<file path="config.mk">
export PLATFORM = sky130hd
export DESIGN_NAME = pipeline_register_flat
export DESIGN_NICKNAME = d
export VERILOG_FILES = /design/src/rtl/pipeline_register_if.sv /design/src/rtl/pipeline_register.sv /design/src/flat_wrapper.sv
export SDC_FILE = /design/constraint.sdc
export NUM_CORES = 1
export LEC_CHECK = 0
export ABC_CLOCK_PERIOD_IN_PS = 6550
export BUFFER_PORTS_ARGS = -buffer_cell sky130_fd_sc_hd__buf_2
export CORE_ASPECT_RATIO = 0.5
export CORE_MARGIN = 1.5
export CORE_UTILIZATION = 55
export DETAILED_ROUTE_END_ITERATION = 6
export GPL_ROUTABILITY_DRIVEN = 0
export PLACE_DENSITY_LB_ADDON = 0.12
export REMOVE_ABC_BUFFERS = 1
export SLEW_MARGIN = 30
export SYNTH_ARGS = -nofsm -noshare
export SYNTH_HDL_FRONTEND = slang
export SYNTH_SLANG_ARGS = --single-unit
</file>
<file path="constraint.sdc">
create_clock -name Clock -period 6.55 [get_ports Clock]
set_clock_uncertainty 0.2 [all_clocks]
set_input_delay 1.31 -clock Clock [delete_from_list [all_inputs] [get_ports Clock]]
set_output_delay 1.31 -clock Clock [all_outputs]
set_load 0.1 [all_outputs]
</file>
<file path="src/rtl/pipeline_register_if.sv">
// Handshake bundle for pipeline_register: the upstream data port, the downstream
// data port, flush control, and the status outputs.
// The producer/consumer side uses the master modport; the pipeline uses slave.
interface pipeline_register_if #(
    parameter int WIDTH  = 32,
    parameter int STAGES = 3
);
    localparam int CW = $clog2(STAGES + 1);

    logic [WIDTH-1:0] D;
    logic             DValid;
    logic             DReady;
    logic [WIDTH-1:0] Q;
    logic             QValid;
    logic             QReady;
    logic             Flush;
    logic [CW-1:0]    Count;
    logic             ParityErr;

    modport master (
        output D, DValid, QReady, Flush,
        input  DReady, Q, QValid, Count, ParityErr
    );

    modport slave (
        input  D, DValid, QReady, Flush,
        output DReady, Q, QValid, Count, ParityErr
    );
endinterface

</file>
<file path="src/rtl/pipeline_register.sv">
// Elastic STAGES-deep register pipeline with valid/ready flow control.
// Empty stages always advance, so bubbles collapse and a full pipe still moves
// one beat per cycle when the consumer is ready. Flush drops all in-flight
// beats; Count reports how many stages currently hold a beat.
// Optional feature: define PIPELINE_REGISTER_PARITY_EN to carry an even-parity
// bit with every beat and flag a mismatch on Q through ParityErr.
module pipeline_register #(
    parameter int WIDTH  = 32,
    parameter int STAGES = 3
) (
    input logic                Clock,
    input logic                Reset,
    pipeline_register_if.slave bus
);
    localparam int CW = $clog2(STAGES + 1);

    logic [STAGES-1:0] v_q;
    logic [WIDTH-1:0]  d_q [STAGES];
    logic [STAGES-1:0] adv;
    logic [CW-1:0]     count;

    // A stage may load when any stage from it to the output is empty, or the consumer takes Q.
    always_comb begin
        logic full_below;
        full_below = 1'b1;
        adv        = '0;
        for (int i = STAGES - 1; i >= 0; i--) begin
            full_below = full_below & v_q[i];
            adv[i]     = !full_below || bus.QReady;
        end
    end

    // Stage registers: valids shift on advance, data loads only when a real beat moves in.
    always_ff @(posedge Clock) begin
        if (Reset) begin
            v_q <= '0;
            for (int i = 0; i < STAGES; i++) begin
                d_q[i] <= '0;
            end
        end else if (bus.Flush) begin
            v_q <= '0;
        end else begin
            if (adv[0]) begin
                v_q[0] <= bus.DValid;
                if (bus.DValid) begin
                    d_q[0] <= bus.D;
                end
            end
            for (int i = 1; i < STAGES; i++) begin
                if (adv[i]) begin
                    v_q[i] <= v_q[i-1];
                    if (v_q[i-1]) begin
                        d_q[i] <= d_q[i-1];
                    end
                end
            end
        end
    end

    // Occupancy is a popcount of the stage valids, so it depends on registers only.
    always_comb begin
        count = '0;
        for (int i = 0; i < STAGES; i++) begin
            count = count + CW'(v_q[i]);
        end
    end

    assign bus.DReady = adv[0] && !bus.Flush;
    assign bus.Q      = d_q[STAGES-1];
    assign bus.QValid = v_q[STAGES-1];
    assign bus.Count  = count;

`ifdef PIPELINE_REGISTER_PARITY_EN
    logic [STAGES-1:0] p_q;

    // Parity bits follow exactly the same load rules as the data words they describe.
    always_ff @(posedge Clock) begin
        if (Reset) begin
            p_q <= '0;
        end else if (!bus.Flush) begin
            if (adv[0] && bus.DValid) begin
                p_q[0] <= ^bus.D;
            end
            for (int i = 1; i < STAGES; i++) begin
                if (adv[i] && v_q[i-1]) begin
                    p_q[i] <= p_q[i-1];
                end
            end
        end
    end

    assign bus.ParityErr = v_q[STAGES-1] && ((^d_q[STAGES-1]) != p_q[STAGES-1]);
`else
    assign bus.ParityErr = 1'b0;
`endif
endmodule

</file>
<file path="src/flat_wrapper.sv">
// flat-port wrapper written by rule: the top's interface ports become plain ports
module pipeline_register_flat 
#(
    parameter int WIDTH  = 32,
    parameter int STAGES = 3
)
  (Clock, Reset, bus_D, bus_DValid, bus_QReady, bus_Flush, bus_DReady, bus_Q, bus_QValid, bus_Count, bus_ParityErr);
  pipeline_register_if #(.WIDTH(WIDTH), .STAGES(STAGES)) bus_i ();
  input logic Clock;
  input logic Reset;
  input wire logic [$bits(bus_i.D)-1:0] bus_D;
  input wire logic [$bits(bus_i.DValid)-1:0] bus_DValid;
  input wire logic [$bits(bus_i.QReady)-1:0] bus_QReady;
  input wire logic [$bits(bus_i.Flush)-1:0] bus_Flush;
  output wire logic [$bits(bus_i.DReady)-1:0] bus_DReady;
  output wire logic [$bits(bus_i.Q)-1:0] bus_Q;
  output wire logic [$bits(bus_i.QValid)-1:0] bus_QValid;
  output wire logic [$bits(bus_i.Count)-1:0] bus_Count;
  output wire logic [$bits(bus_i.ParityErr)-1:0] bus_ParityErr;
  assign bus_i.D = bus_D;
  assign bus_i.DValid = bus_DValid;
  assign bus_i.QReady = bus_QReady;
  assign bus_i.Flush = bus_Flush;
  assign bus_DReady = bus_i.DReady;
  assign bus_Q = bus_i.Q;
  assign bus_QValid = bus_i.QValid;
  assign bus_Count = bus_i.Count;
  assign bus_ParityErr = bus_i.ParityErr;
  pipeline_register #(.WIDTH(WIDTH), .STAGES(STAGES)) u_core (.Clock(Clock), .Reset(Reset), .bus(bus_i));
endmodule
</file>
* Word level (Yosys, flattened, before mapping)
Memory sizes are Yosys's and may differ from the RTL's.
Cells that the tools add are included.
** Storage, ports and cells
- Memories kept :: 1
- Logic and storage cells :: 40
- RAM bits :: 96
- Output and inout bits :: 37
- Input bits :: 37
- Flip-flop bits (word level) :: 3
** Cells by class
- Muxes and demuxes :: 20
- Add/sub/neg operators :: 2
- Bitwise logic cells :: 5
- Reduce and logical (&&, ||, !) cells :: 9
** Memory list
- u_core.d_q :: words 3, bits a word 32, read ports 3, clocked after memory_dff 0, wr ports 3, RTL line pipeline_register.sv:18 : logic [WIDTH-1:0] d_q [STAGES];
** Operator list (count)
- two-way mux 32 bit :: 3
- two-way mux 1 bit :: 17
- zero test 1 bit :: 4
- logical OR 1 bit :: 3
- bitwise OR 1 bit :: 3
- adder 1 x 1 -> 2 bit :: 1
- adder 2 x 1 -> 2 bit :: 1
- bitwise AND 1 bit :: 2
- OR reduction 2 bit :: 1
- logical AND 1 bit :: 1

* Longest topological paths before layout
- Word-level depth :: 9
- Depth in mapped cells :: 5
- Depth with buffers taken out :: 3

* Least setup slack after synthesis
OpenSTA, ideal clock, no wires.
- Path type :: input -> output
- Start :: input port bus_QReady
- End :: output port bus_DReady
- Arrival time :: 2808 ps
- Buffers on the path :: 0
- Data required time :: 5040 ps
- Slack :: 2232 ps
- Stages on the path :: 3
- Path through :: nor2b_1 -> and3_1 -> nor2_1
** Between the ends
- Cells in the longest elaborated chain, start to end :: 2
** Ends and longest elaborated chain
- start: declaration :: RTL line flat_wrapper.sv:13 : input wire logic [$bits(bus_i.QReady)-1:0] bus_QReady;
- logical OR 1 bit :: RTL line pipeline_register.sv:29 : adv[i] = !full_below || bus.QReady;
- logical AND 1 bit :: RTL line pipeline_register.sv:68 : assign bus.DReady = adv[0] && !bus.Flush;
- end: declaration :: RTL line flat_wrapper.sv:15 : output wire logic [$bits(bus_i.DReady)-1:0] bus_DReady;
No other way between the ends.

* Worst setup path after layout
Same ends and word-level chain as after synthesis.

==> reports/summary.txt <==
setup bufs post-CTS = 0
total track usage = 0.147
DRC errors left = 0
# setup viols final = 0
post-cts sizing count = 0
final wirelength = 5140 microns
routed vias/inst = 4.72
CP Cell Sequence = buf_2 > nor2b_1 > and3_1 > nor2_1 > buf_2
Setup CP Type = primary input to primary output
CTS clock-pin slew for the worst setup and hold paths = 60 ps
number of global-route vias before repair = 1894
Routed Antenna Nets = 0
Slew @ Worst Pin = 895 ps
worst-path fanout max = 4
Max-Cap Viols = 0
initial antenna violation count = 0
mux share of post-synthesis cell area = 0
Design Power = 1.47 mW
syn avg cell area = 15.5 sq um
initial drt markers = 129
dpl ws = 2730 ps
Worst slew margin = 0.403
Worst setup EP type = primary output
synth warn = 0
Achievable Freq = 259 MHz
cell area power density = 322 nW/um^2
DR WL/cell = 12.9 microns
post-route setup TNS = 0 ps
sequential fraction of the synthesis area = 0.736
CTS max path bufs = 2
min Tclk post-route = 3870 ps
commonest non-fill, non-tap cell in the layout = nor2b_1
CTS tree = done
Horiz. Die Dim = 124 microns
crit start category = primary input
Simple-Gate Fraction of Synth Area = 0.165
Slowest cell on crit path = nor2b_1
die footprint = 7820 sq um
Worst Hold Class = register to register
n_diodes = 0
post-synth cell types = 22
most used cell along the critical path = buf_2
worst setup path start = bus_QReady
CTS Buf Count = 9
status = complete, no violations
core area = 6860 sq um
Skew-Pair Late Insertion Delay = 330 ps
# IOs = 74
root buffer cell = clkbuf_16
commonest non-fill, non-tap cells in the layout = 97 x nor2b_1, 96 x edfxtp_1, 72 x buf_2
initial core utilization = 0.583
DP HPWL = 3030 microns
Hold Buf Count CTS = 0
HP Start = u_core.d_q[0][42]$_SDFFCE_PN0P_
remaining global-route overflow = 0
Seq cells post-synth = 99
final worst path period share = 0.590
worst setup margin = 2680 ps
signal arrival time at the worst endpoint = 2360 ps
IR Drop Worst-Case VDD = 0.174 mV
Max stage delay on crit path = 350 ps
Final nets = 339
largest family of logic cells by synthesized area = simple AND/OR/NAND/NOR gates
compound-gate portion of the synthesized area = 0.0150
FF-to-FF path depth = 4
Sink Count = 99
first drt pass iteration count = 4
final hold violations = 0
Hold EP = u_core.d_q[0][74]$_SDFFCE_PN0P_
max-slew violation count = 0
H-Tree Depth = 3
Reg-to-Reg Start = u_core.v_q[1]$_SDFFE_PP0N_
IO Port Bufs = 72
die height = 63.3 microns
P_leak = 1.72 nW
FF-to-FF setup slack = 4260 ps
Synth Instances = 258
first-pass GRT wire length = 8220 microns
data required time of the worst path = 5040 ps
final-layout fill cell count = 494
hold path depth = 1
r2r endpoint = u_core.d_q[0][72]$_SDFFCE_PN0P_
final design utilization = 0.666
area added between synthesis and finish = 14.1%
largest net degree at the start of global routing = 97
row cnt = 21
final hold slack = 325 ps
vias = 1877
post-synthesis cell area = 4000 sq um
xor/xnor share of the synthesized area = 0
Adder-Cell Fraction of Synth Area = 0.00500
RSZ-0062 raised after global routing = false
share of layout cells above drive strength 1 = 0.297
-- sequential cells by signal, indices dropped and copies added, names as in the netlist --
signal,flops
u_core.d_q,96
u_core.v_q,3
-- worst max-delay path, delay by kind of cell --
| family | cells | cell delay [ps] |
|---|---|---|
| and+or+nand+nor | 3 | 650 |
| buffers and inverters | 2 | 390 |
-- where the power goes --
part           leakage (nW)  total [mW]  switching (mW)  internal (mW)
clock                 0.157       0.578           0.206          0.372
combinational         0.545       0.151           0.118         0.0329
sequential             1.02       0.741         0.00774          0.734
-- synth_stat cells --
master    count  area [sq um]
edfxtp_1     96          2880
or2_0         1          6.26
and3_1        1          6.26
nand2_1       1          3.75
o21a_1        2          15.0
a31o_2        1          8.76
nor2_1        2          7.51
fa_1          1          20.0
buf_2         5          25.0
o21bai_1      1          7.51
nor3_1        1          5.00
nand4b_1      1          8.76
inv_1         1          3.75
a21o_1        1          7.51
nand3b_1      1          7.51
nor3b_1       1          7.51
nor2b_1      97           607
dfxtp_1       3          60.1
buf_4        38           285
a21oi_1       1          5.00
a32oi_2       1          16.3
conb_1        1          3.75
-- how the worst max path moves through the flow --
stage	to	slack [ps]	depth (start not counted)
floorplan	bus_DReady	2230	3
global placement	bus_DReady	2810	5
detailed placement	bus_DReady	2730	5
CTS	bus_DReady	2730	5
global route	bus_DReady	2620	5
finish	bus_DReady	2680	5
-- through the flow --
stage / cells / area (sq um)
5_1_grt: 398 / 4560
3_5_place_dp: 381 / 4200
6_report: 398 / 4560
3_3_place_gp: 381 / 4200
4_1_cts: 397 / 4540
2_1_floorplan: 215 / 3690
-- cells by family (layout without fill, tap and decap cells) --
group,count (synthesis),in the layout
AOI/OAI and AO/OA,7,7
adders and majority gates,1,1
buffers and inverters,44,92
DFF,99,99
other,1,1
and+or+nand+nor,106,106
-- routing by layer --
| layer | up-vias | wire (microns) | global-route usage |
|---|---|---|---|
| met4 | 0 | 80 | 0.0733 |
| li1 | 933 | - | - |
| met2 | 44 | 2760 | 0.269 |
| met3 | 7 | 259 | 0.0571 |
| met5 | - | 0 | 0 |
| met1 | 893 | 2030 | 0.143 |
-- layout make-up --
| class | count | area [sq um] | share of cell area |
|---|---|---|---|
| Clock buffer | 11 | 233 | 0.0510 |
| Clock inverter | 5 | 101 | 0.0222 |
| Inverter | 1 | 3.75 | 0.000822 |
| Multi-Input combinational cell | 115 | 766 | 0.168 |
| Sequential cell | 99 | 2940 | 0.645 |
| Tap cell | 92 | 115 | 0.0252 |
| Timing Repair Buffer | 75 | 403 | 0.0883 |
Power figures use the tool's default switching activity.
